### src/rtl/wb_stream_pkg.sv
// wb_stream_pkg: shared types and constants for the Wishbone stream master
package wb_stream_pkg;
  typedef enum logic [1:0] {OP_INSTR = 2'b00, OP_LOAD = 2'b01, OP_STORE = 2'b10, OP_ILLEGAL = 2'b11} op_e;
  typedef enum logic [1:0] {ST_OK = 2'b00, ST_TIMEOUT = 2'b01, ST_ILLEGAL = 2'b10} status_e;
  typedef enum logic [1:0] {IDLE = 2'b00, BUS = 2'b01, RESP = 2'b10} state_e;
  localparam logic [31:0] DEF_BASE_ADDR = 32'h3000_0000;
  localparam int RESP_W = 34;
  function automatic int cmd_w(input int idx_w);
    return 2 + idx_w + 32;
  endfunction
endpackage

### src/rtl/wb_stream_master.sv
// wb_stream_master: turns a command stream into single Wishbone classic cycles
// and returns one status/data response per command.
module wb_stream_master
  import wb_stream_pkg::*;
#(
  parameter logic [31:0] BASE_ADDR = DEF_BASE_ADDR,
  parameter int IDX_W = 16,
  parameter int TIMEOUT = 255
) (
  input  logic                      wb_clk_i,
  input  logic                      wb_rst_i,
  input  logic [cmd_w(IDX_W)-1:0]   cmd_recv_msg,
  input  logic                      cmd_recv_val,
  output logic                      cmd_recv_rdy,
  output logic [RESP_W-1:0]         resp_send_msg,
  output logic                      resp_send_val,
  input  logic                      resp_send_rdy,
  output logic                      wbm_cyc_o,
  output logic                      wbm_stb_o,
  output logic                      wbm_we_o,
  output logic [3:0]                wbm_sel_o,
  output logic [31:0]               wbm_adr_o,
  output logic [31:0]               wbm_dat_o,
  input  logic [31:0]               wbm_dat_i,
  input  logic                      wbm_ack_i,
  output logic                      busy_o
);
  localparam int MW = cmd_w(IDX_W);
  localparam int CW = $clog2(TIMEOUT + 1);
  localparam logic [CW-1:0] LAST = CW'(TIMEOUT - 1);
  state_e state_q, state_d;
  logic [CW-1:0] cnt_q, cnt_d;
  logic cyc_q, cyc_d, we_q, we_d, rv_q, rv_d;
  logic [31:0] adr_q, adr_d, dat_q, dat_d;
  logic [RESP_W-1:0] rm_q, rm_d;
  op_e op;
  logic [IDX_W-1:0] idx;
  logic [31:0] win_adr;
  assign op = op_e'(cmd_recv_msg[MW-1 -: 2]);
  assign idx = cmd_recv_msg[32 +: IDX_W];
  assign win_adr = BASE_ADDR + 32'd4 + (32'(idx) << 2);
  always_comb begin
    state_d = state_q;
    cnt_d = cnt_q;
    cyc_d = cyc_q;
    we_d = we_q;
    adr_d = adr_q;
    dat_d = dat_q;
    rv_d = rv_q;
    rm_d = rm_q;
    case (state_q)
      IDLE: if (cmd_recv_val) begin
        if (op == OP_ILLEGAL) begin
          state_d = RESP;
          rv_d = 1'b1;
          rm_d = {ST_ILLEGAL, 32'h0};
        end else begin
          state_d = BUS;
          cnt_d = '0;
          cyc_d = 1'b1;
          we_d = op != OP_STORE;
          adr_d = op == OP_INSTR ? BASE_ADDR : win_adr;
          dat_d = cmd_recv_msg[31:0];
        end
      end
      BUS: begin
        cnt_d = cnt_q + CW'(1);
        // ack takes priority over an expiring timeout
        if (wbm_ack_i || cnt_q == LAST) begin
          state_d = RESP;
          cyc_d = 1'b0;
          rv_d = 1'b1;
          rm_d = wbm_ack_i ? {ST_OK, we_q ? 32'h0 : wbm_dat_i} : {ST_TIMEOUT, 32'h0};
        end
      end
      RESP: if (resp_send_rdy) begin
        state_d = IDLE;
        rv_d = 1'b0;
      end
      default: state_d = IDLE;
    endcase
  end
  always_ff @(posedge wb_clk_i or posedge wb_rst_i) begin
    if (wb_rst_i) begin
      state_q <= IDLE;
      cnt_q <= '0;
      cyc_q <= 1'b0;
      we_q <= 1'b0;
      adr_q <= '0;
      dat_q <= '0;
      rv_q <= 1'b0;
      rm_q <= '0;
    end else begin
      state_q <= state_d;
      cnt_q <= cnt_d;
      cyc_q <= cyc_d;
      we_q <= we_d;
      adr_q <= adr_d;
      dat_q <= dat_d;
      rv_q <= rv_d;
      rm_q <= rm_d;
    end
  end
  assign cmd_recv_rdy = state_q == IDLE;
  assign busy_o = state_q != IDLE;
  assign wbm_cyc_o = cyc_q;
  assign wbm_stb_o = cyc_q;
  assign wbm_sel_o = {4{cyc_q}};
  assign wbm_we_o = we_q;
  assign wbm_adr_o = adr_q;
  assign wbm_dat_o = dat_q;
  assign resp_send_val = rv_q;
  assign resp_send_msg = rm_q;
endmodule

### config.mk
export PLATFORM = sky130hd
export DESIGN_NAME = wb_stream_master
export DESIGN_NICKNAME = d
export VERILOG_FILES = /design/src/rtl/wb_stream_pkg.sv /design/src/rtl/wb_stream_master.sv
export SDC_FILE = /design/constraint.sdc
export NUM_CORES = 1
export LEC_CHECK = 0
export BUFFER_PORTS_ARGS = -buffer_cell sky130_fd_sc_hd__buf_2
export CELL_PAD_IN_SITES_DETAIL_PLACEMENT = 1
export CELL_PAD_IN_SITES_GLOBAL_PLACEMENT = 2
export CORE_MARGIN = 4
export CORE_UTILIZATION = 28
export CTS_BUF_LIST = sky130_fd_sc_hd__clkbuf_8
export CTS_CLUSTER_DIAMETER = 50
export DETAILED_ROUTE_END_ITERATION = 6
export GPL_TIMING_DRIVEN = 0
export PLACE_DENSITY = 0.84
export SETUP_SLACK_MARGIN = 0.2
export SLEW_MARGIN = 20
export SYNTH_ARGS = -nofsm -noshare
export SYNTH_HDL_FRONTEND = slang
export SYNTH_SLANG_ARGS = --single-unit
### constraint.sdc
create_clock -name wb_clk_i -period 3.32 [get_ports wb_clk_i]
set_input_delay 0.332 -clock wb_clk_i [delete_from_list [all_inputs] [get_ports wb_clk_i]]
set_output_delay 0.332 -clock wb_clk_i [all_outputs]
set_load 0.01 [all_outputs]
Yosys cells after proc, flatten, opt, wreduce, memory -nomap -nowiden
Cells that the tools add are included.
Widths: inputs -> output; s select.
Storage, ports and cells
  flip-flop bits (word level): 111
  memories: 0
  bits in latches: 0
  ROM bits: 0
  bits in writable memories: 0
Operators by class
  shifts and indexed selects: 0
  muxes and demuxes: 24
  bitwise operators: 1
  add/subtract/negate cells: 2
  $lt $le $gt $ge: 0
  equal/unequal tests: 10
  multipliers: 0
  reduce and logical (&&, ||, !) cells: 12
  div/mod/pow operators: 0
Operator list (count)
  $mux 34: 3
  $pmux 34 s2: 1
  $mux 33: 1
  $mux 32: 1
  $add 30x18->31 const A: 1
  $mux 31: 1
  $mux 8: 2
  $pmux 8 s2: 1
  $ne 2x2->1 const B: 5
  $reduce_and 3->1: 3
  $add 8x1->8 const B: 1
  $eq 8x8->1 const B: 1
  $mux 2: 4
  $reduce_and 4->1: 2
  $mux 1: 7
  $pmux 2 s3: 1
  $reduce_and 5->1: 1
  $eq 2x2->1 const B: 2
  $logic_not 2->1: 2
  $reduce_bool 2->1: 2
  $pmux 1 s3: 1
  $reduce_bool 3->1: 1
  $eq 2x1->1 const B: 1
  $ne 2x1->1 const B: 1
  other kinds (3): 3

Depth between registers and ports, before layout
Gate-level depths: netlist of run 1.
  word-level depth: 4
  mapped depth: 6
  depth with buffers taken out: 5

Worst setup path before layout of run 1
OpenSTA, ideal clock, no wires.
  kind: register to register
  from: register state_q[0]
  to: register adr_q[17] (netlist: wbm_adr_o[17])
  arrival time: 1.443 ns
  buffers on the path: 0
  clock period less this slack: 1.512 ns
  stages on the path, launching flop included: 5
  setup slack: 1.808 ns
  data required time: 3.251 ns
  path through: dfrtp_1 -> nor2_2 -> nand3_1 -> or4_1 -> nand3_1
Between the ends
  cells in the longest elaborated chain, start to end: 2
RTL lines
  start: declaration: RTL line wb_stream_master.sv:31  | state_e state_q, state_d;
  start signal: assignment: RTL line wb_stream_master.sv:94  | state_q <= state_d;
  $logic_not 2->1
  via cmd_recv_rdy: RTL line wb_stream_master.sv:14  | output logic cmd_recv_rdy,
  $reduce_and 3->1 (no source line)
  end signal: assignment: RTL line wb_stream_master.sv:98  | adr_q <= adr_d;
  end: declaration: RTL line wb_stream_master.sv:34  | logic [31:0] adr_q, adr_d, dat_q, dat_d;
The timed path passes the listed nets, and every way through them passes these cells.
A chain may end at the register's enable or synchronous reset.

Worst setup path after layout of run 1
  from: register state_q[1]
  to: register rm_q[9] (netlist: resp_send_msg[9])
Between the ends
  cells in the longest elaborated chain, start to end: 3
  elaborated cells on any way between the ends: 8
  classes of those cells: eq/ne: 4; mux: 1; reduce/logical: 3
RTL lines
  $eq 2x1->1 / $logic_not 2->1 (equally long branches): RTL line wb_stream_master.sv:51  | case (state_q)
  $ne 2x2->1 (no source line), or another cell as far along
  $reduce_and 4->1 (no source line)
  end signal: assignment: RTL line wb_stream_master.sv:101  | rm_q <= rm_d;
  end: declaration: RTL line wb_stream_master.sv:35  | logic [RESP_W-1:0] rm_q, rm_d;
Parallel ways exist; a longest one is shown, timed or not.

==> results of run 1 <==
## state kept, by name, summed over array words and instances (netlist names)
signal and count:
wbm_adr_o 18, cnt_q 8, resp_send_val 1, resp_send_msg 34
wbm_dat_o 32, wbm_we_o 1, wbm_cyc_o 1, state_q 2
## logic make-up after synthesis
family,count (synthesis),synth area share (%)
compound gates,79,13.95
flops,97,58.70
buf+inv,44,5.931
simple gates,167,17.46
other cells,1,0.09068
xor+xnor,14,2.965
fa+ha+maj,3,0.9078
## per-stage QoR
stage	hold WS [ps]	setup slack (ps)
floorplan	437.4	454.3
global placement	453.6	-787.9
detailed placement	343.9	1471
CTS	124.4	1430
global route	129.1	1296
finish	148.7	1452
## area by class of cell
type / count / area, um2 / share of cell area, %
timing repair buffer: 183 / 943.4 / 16.91
inverter: 8 / 35.03 / 0.6281
tap: 184 / 230.2 / 4.127
clock buffer: 9 / 123.9 / 2.221
buffer: 36 / 215.2 / 3.858
multi-input combinational: 276 / 1508 / 27.03
clock inverter: 7 / 95.09 / 1.705
sequential: 97 / 2427 / 43.52
## per-layer routing
metal,vias to the layer above,global-route usage [%]
met3,9,4.081
met2,134,25.15
li1,1761,-
met5,-,0
met4,0,4.584
met1,1787,18.63
## where the power goes
part / internal (mW) / leakage, nW / switching, mW
sequential: 1.69 / 1.26 / 0.316
clock: 0.426 / 0.115 / 0.420
combinational: 0.794 / 1.67 / 1.05
total: 2.91 / 3.04 / 1.78
## final timing paths
check / from / end / slack, ps / cells after the start
setup / recovery: state_q[1] / resp_send_msg[9] / 1450 / 5
hold / removal: cmd_recv_msg[29] / wbm_dat_o[29] / 150 / 3
setup reg to reg: state_q[1] / resp_send_msg[9] / 1450 / 5
hold reg to reg: wbm_dat_o[28] / wbm_dat_o[28] / 480 / 2
max in group asynchronous: wb_rst_i / wbm_adr_o[14] / 2190 / 4
min in group asynchronous: wb_rst_i / resp_send_msg[12] / 490 / 3
## worst max-delay path, delay by kind of cell, from the launching register on
family / cells / cell delay, ps
compound gates: 1 / 230
flops: 1 / 480
buf+inv: 2 / 570
simple gates: 2 / 520
## cell usage in the layout, fill, tap and decap left out, types with 5 or more instances in the layout
cell type / Yosys / routed
clkbuf_8: 0 / 9
a21oi_1: 5 / 5
buf_2: 7 / 188
conb_1: 1 / 13
nand2_1: 125 / 125
clkbuf_1: 10 / 10
inv_1: 7 / 7
buf_4: 19 / 19
nand3_1: 9 / 9
a22o_1: 34 / 34
o21ai_0: 23 / 23
nor2_1: 8 / 8
xnor2_1: 10 / 10
dfrtp_1: 97 / 97
==> results.cfg, run 1 <==
[grt]
grt_max_degree = 63
antenna_found_initial = 0
grt_pass1_wl_mm = 19.82
grt-ovfl-total = 0
grt_pass1_vias = 3875
track_usage_pct = 14.88

[cts]
cts_tree = yes
path_clk_slew_ps = 100
htreeDepth = 3
cts_inserted_buffers = 9
cts_resized = 0
holdBufCountCts = 1
cts_sinks = 97
ctsLongestPathBuffers = 2
post_cts_buffers = 0
clk_latency_ps = 360
root_buffer = clkbuf_8

[placed_design]
io_buffers = 181
dpl.cell_count = 783
gp_congestion = 0.8052
placedInstanceArea_mm2 = 0.005349
dp_hpwl_mm = 9.825

[critical_path]
slowest_stage = dfrtp_1
critical_path_required_ps = 3610
crit_arrival_ps = 2160
cpPeakStageDelay_ps = 480
cp-start-kind = flop
crit_type = reg2reg
crit_fanout = 10
cp_cell_sequence = inv_2 -> nand2_1 -> nor3b_2 -> clkbuf_1 -> a22o_1
cp-end-kind = flop

[synth]
ys_ff_latch = 97
yosys.area.top_type = dfrtp_1
syn_avg_cell_area_um2 = 10.21
yosys_warnings = 0
yosys-top-cells-area = dfrtp_1 59%, nand2_1 11%, a22o_1 7.2%, buf_4 3.4%, o21ai_0 2.8%
yosysMostFrequentCell = nand2_1
ys.flop_type = dfrtp_1
yosysTopAreaCellShare_pct = 58.70
yosysSeqAreaShare_pct = 58.70
synth_common_cells = 125 x nand2_1, 97 x dfrtp_1, 34 x a22o_1, 23 x o21ai_0, 19 x buf_4
syn_inst = 405
ys_async_sr_fraction_pct = 100.0
netlist_area_mm2 = 0.004135
synth-edff-count = 0
ys_types = 47

[timing]
final_max_slew_viol_count = 0
fin_skew_ps = 13.35
hold_viol_final = 0
worst_slew_pin_slew_ps = 526.8
finalCritPeriodShare_pct = 56.26
max-slew-margin-rel_pct = 64.88
fmax_ghz = 0.5354
final.setup.tns_ps = 0
fin_crit_ps = 1868
rsz0062_at_grt = false
setup_violations = 0

[layout]
drive_above_1_share_pct = 37.82
area_growth_pct = 34.89
post_layout_nonfiller_instances = 800
postLayoutCoreUtil_pct = 38.52
stdcell_area_mm2 = 0.005578
finalNetCount = 701
num_antenna_cells = 0
nFillCells = 1726

[floorplan]
dieArea_mm2 = 0.01678
core_mm2 = 0.01448
rows = 44
initial_utilization_pct = 28.56
dieHeight_um = 129.5
ios = 195
fp.dieW_um = 129.5

[drt]
dr.max_layer_used = met4
wl_per_cell_um = 15.71
drtAntennaViolNets = 0
drt_iter0_drc = 93
wl_met3_mm = 1.058
m1WireLength_mm = 5.495
route.detailed.drc = 0
routed_wl_mm = 12.57
viasPerCell = 4.614
via_count = 3691
dr_wl_met2_mm = 5.875
first_pass_iters = 5

[power_and_ir_drop]
finalPower_mw = 4.691
p_leak_nw = 3.038
p_per_area_mw_per_mm2 = 841.1
ir_worst_vdd_v = 0.0003158

[run]
maxCapViolCount = 0

[min_path]
hold_path_class = in2reg

[run_status]
status = completed
(Power assumes the default switching activity.)
==> run 2: changes to the inputs <==
--- a/config.mk
+++ b/config.mk
@@ -5,11 +5,12 @@
 export SDC_FILE = /design/constraint.sdc
 export NUM_CORES = 1
 export LEC_CHECK = 0
+export ABC_AREA = 1
 export BUFFER_PORTS_ARGS = -buffer_cell sky130_fd_sc_hd__buf_2
 export CELL_PAD_IN_SITES_DETAIL_PLACEMENT = 1
 export CELL_PAD_IN_SITES_GLOBAL_PLACEMENT = 2
 export CORE_MARGIN = 4
-export CORE_UTILIZATION = 28
+export CORE_UTILIZATION = 27
 export CTS_BUF_LIST = sky130_fd_sc_hd__clkbuf_8
 export CTS_CLUSTER_DIAMETER = 50
 export DETAILED_ROUTE_END_ITERATION = 6
==> constraint.sdc (replaced) <==
create_clock -name wb_clk_i -period 1.8 [get_ports wb_clk_i]
set_input_delay 0.18 -clock wb_clk_i [delete_from_list [all_inputs] [get_ports wb_clk_i]]
set_output_delay 0.18 -clock wb_clk_i [all_outputs]
set_load 0.01 [all_outputs]
==> results.cfg, run 2 <==
[cts]
path_clk_slew_ps = 100
root_buffer = clkbuf_8
clk_latency_ps = 370
ctsLongestPathBuffers = 2
cts_sinks = 97
cts_inserted_buffers = 9
htreeDepth = 3
cts_tree = yes

[power_and_ir_drop]
p_leak_nw = 3.716
p_sw_share_pct = 40.03
p_clk_share_pct = 17.0
finalPower_mw = 8.672
p_per_area_mw_per_mm2 = 1323
ir_worst_vdd_v = 0.0004839
p_int_mw = 5.201
pwr-share-seq_pct = 40.3
switchingPower_mw = 3.471
combinationalPowerShare_pct = 42.7

[critical_path]
path_common_cell = nand2_1
crit_type = reg2reg
crit_fanout = 10
crit_arrival_ps = 1770
critical_path_required_ps = 2060
cp-end-kind = flop
cp-start-kind = flop
slowest_stage = dfrtp_1
cpPeakStageDelay_ps = 400
cp_cell_sequence = inv_2 -> ha_1 -> nand2_1 -> nor2_1 -> nand2_1 -> nand2_4 -> nand2_4 -> buf_8 -> nand2_1 -> nand2_1

[timing]
fmax_ghz = 0.6615
setup_violations = 0
rsz0062_at_grt = false
final.setup.tns_ps = 0
fin_crit_ps = 1512
fin_skew_ps = 12.03
final_max_slew_viol_count = 0
hold_viol_final = 0
finalCritPeriodShare_pct = 83.98
worst_hold_slack_ps = 22.53

[layout]
area_growth_pct = 49.23
largest_reg_flops = 34
finalNetCount = 896
final_cell_mix = 278 x nand2_1, 192 x buf_2, 96 x dfrtp_1
stdcell_area_mm2 = 0.006554
regArea_mm2 = 0.002429
layout_commonest_cell = nand2_1
drive_above_1_share_pct = 32.18
multiInputGateArea_mm2 = 0.001677
nFillCells = 2016

[floorplan]
dieArea_mm2 = 0.01837
initial_utilization_pct = 27.65
dieHeight_um = 135.5
rows = 46
fp.dieW_um = 135.5
ios = 195
core_mm2 = 0.01589

[grt]
antenna_found_initial = 3
grt_max_degree = 34
track_usage_pct = 16.20
grt-ovfl-total = 0
grt_pass1_vias = 4755
grt_pass1_wl_mm = 23.75

[synth]
ys_ff_latch = 97
ys_types = 29
netlist_area_mm2 = 0.004392
synth_common_cells = 278 x nand2_1, 97 x dfrtp_1, 25 x nor2_1, 24 x inv_1, 19 x buf_4
syn_inst = 531
yosys-top-cells-area = dfrtp_1 55%, nand2_1 24%, buf_4 3.2%, nor2_1 2.1%, inv_1 2.1%
ys_async_sr_fraction_pct = 100.0
yosys.area.top_type = dfrtp_1
ys.flop_type = dfrtp_1
yosysSeqAreaShare_pct = 55.27
synth-edff-count = 0
syn_avg_cell_area_um2 = 8.271
yosysTopAreaCellShare_pct = 55.27
yosys_warnings = 0
yosysMostFrequentCell = nand2_1

[drt]
via_count = 4378
wl_per_cell_um = 14.25
drt_iter0_drc = 95
viasPerCell = 4.259
first_pass_iters = 4
route.detailed.drc = 0
routed_wl_mm = 14.65
drtAntennaViolNets = 0

[placed_design]
gp_congestion = 0.7798
placedInstanceArea_mm2 = 0.005684
io_buffers = 181
dp_hpwl_mm = 10.69

[run]
maxCapViolCount = 0

[min_path]
hold_path_class = in2reg

[run_status]
status = completed
run 2: cell count changes after synthesis, moves of 4 or more:
cell and change:
nand2_1 +153, a22o_1 -34, inv_1 +17, nor2_1 +17, o21ai_0 -14, clkbuf_1 -10, nand3_1 +8, xnor2_1 -7
o21ai_1 +6, buf_2 +4, buf_6 +4, or3_1 -4
run 2: layout make-up:
class | count | area share [%]
antenna | 1 | 0.03818
buffer | 34 | 3.761
clock buffer | 9 | 1.890
clock inverter | 7 | 1.107
inverter | 26 | 1.585
multi-input combinational | 386 | 25.58
sequential | 97 | 37.06
tap | 216 | 4.124
timing repair buffer | 252 | 24.86
run 2: power groups by stage:
stage,logic [mW],registers [mW],clock network [mW]
6_report,3.70,3.50,1.47
3_3_place_gp,3.38,3.51,0
4_1_cts,3.66,3.51,1.57
2_1_floorplan,1.54,3.89,0
5_1_grt,4.14,3.62,1.66
3_5_place_dp,3.51,3.54,0
run 2: metrics by stage:
stage	util (%)	instances	worst slack, ps
6_report	41.26	1028	288.4
3_3_place_gp	35.36	940	-260.0
5_1_grt	41.26	1028	174.2
3_5_place_dp	35.78	943	165.3
4_1_cts	40.77	1019	212.5
2_1_floorplan	-	543	452.3
run 2: worst max-delay path, delay by kind of cell, from the launching register on:
kind / cells / cell delay [ps]
DFF: 1 / 400
buffers and inverters: 2 / 230
and+or+nand+nor: 7 / 640
adders and majority gates: 1 / 140
run 2: worst paths after layout:
check	startpoint	endpoint	slack, ps	cells past startpoint
max	cnt_q[0]	resp_send_msg[13]	290	10
min	cmd_recv_msg[2]	wbm_dat_o[2]	20	3
max reg2reg	cnt_q[0]	resp_send_msg[13]	290	10
min reg2reg	resp_send_msg[8]	resp_send_msg[8]	470	2
max in group asynchronous	wb_rst_i	cnt_q[0]	810	5
min in group asynchronous	wb_rst_i	wbm_dat_o[3]	320	3
run 2: cell families (layout without fill, tap and decap cells):
| logic type | Yosys count | in the layout | share of synthesized area [%] |
|---|---|---|---|
| buffers and inverters | 60 | 328 | 7.806 |
| adders and majority gates | 3 | 3 | 0.8548 |
| AOI/OAI and AO/OA | 25 | 25 | 3.191 |
| other | 1 | 14 | 0.08539 |
| xor gates and xnor gates | 8 | 8 | 1.596 |
| DFF | 97 | 97 | 55.27 |
| and+or+nand+nor | 337 | 337 | 31.20 |
run 2: timing repair:
item                       CTS  global route
buffers inserted             2             8
resized for setup            0             6
pin swaps                    1             2
hold endpoints to repair    67             0
hold buffers                58             0
setup endpoints to repair    8            50
run 2: per-layer routing:
metal / up-vias / GRT usage (%) / share of wire [%]
li1: 2141 / - / -
met1: 2060 / 18.72 / 40
met2: 151 / 29.18 / 50
met3: 22 / 4.495 / 7.7
met4: 4 / 4.871 / 1.5
met5: - / 0 / 0.14
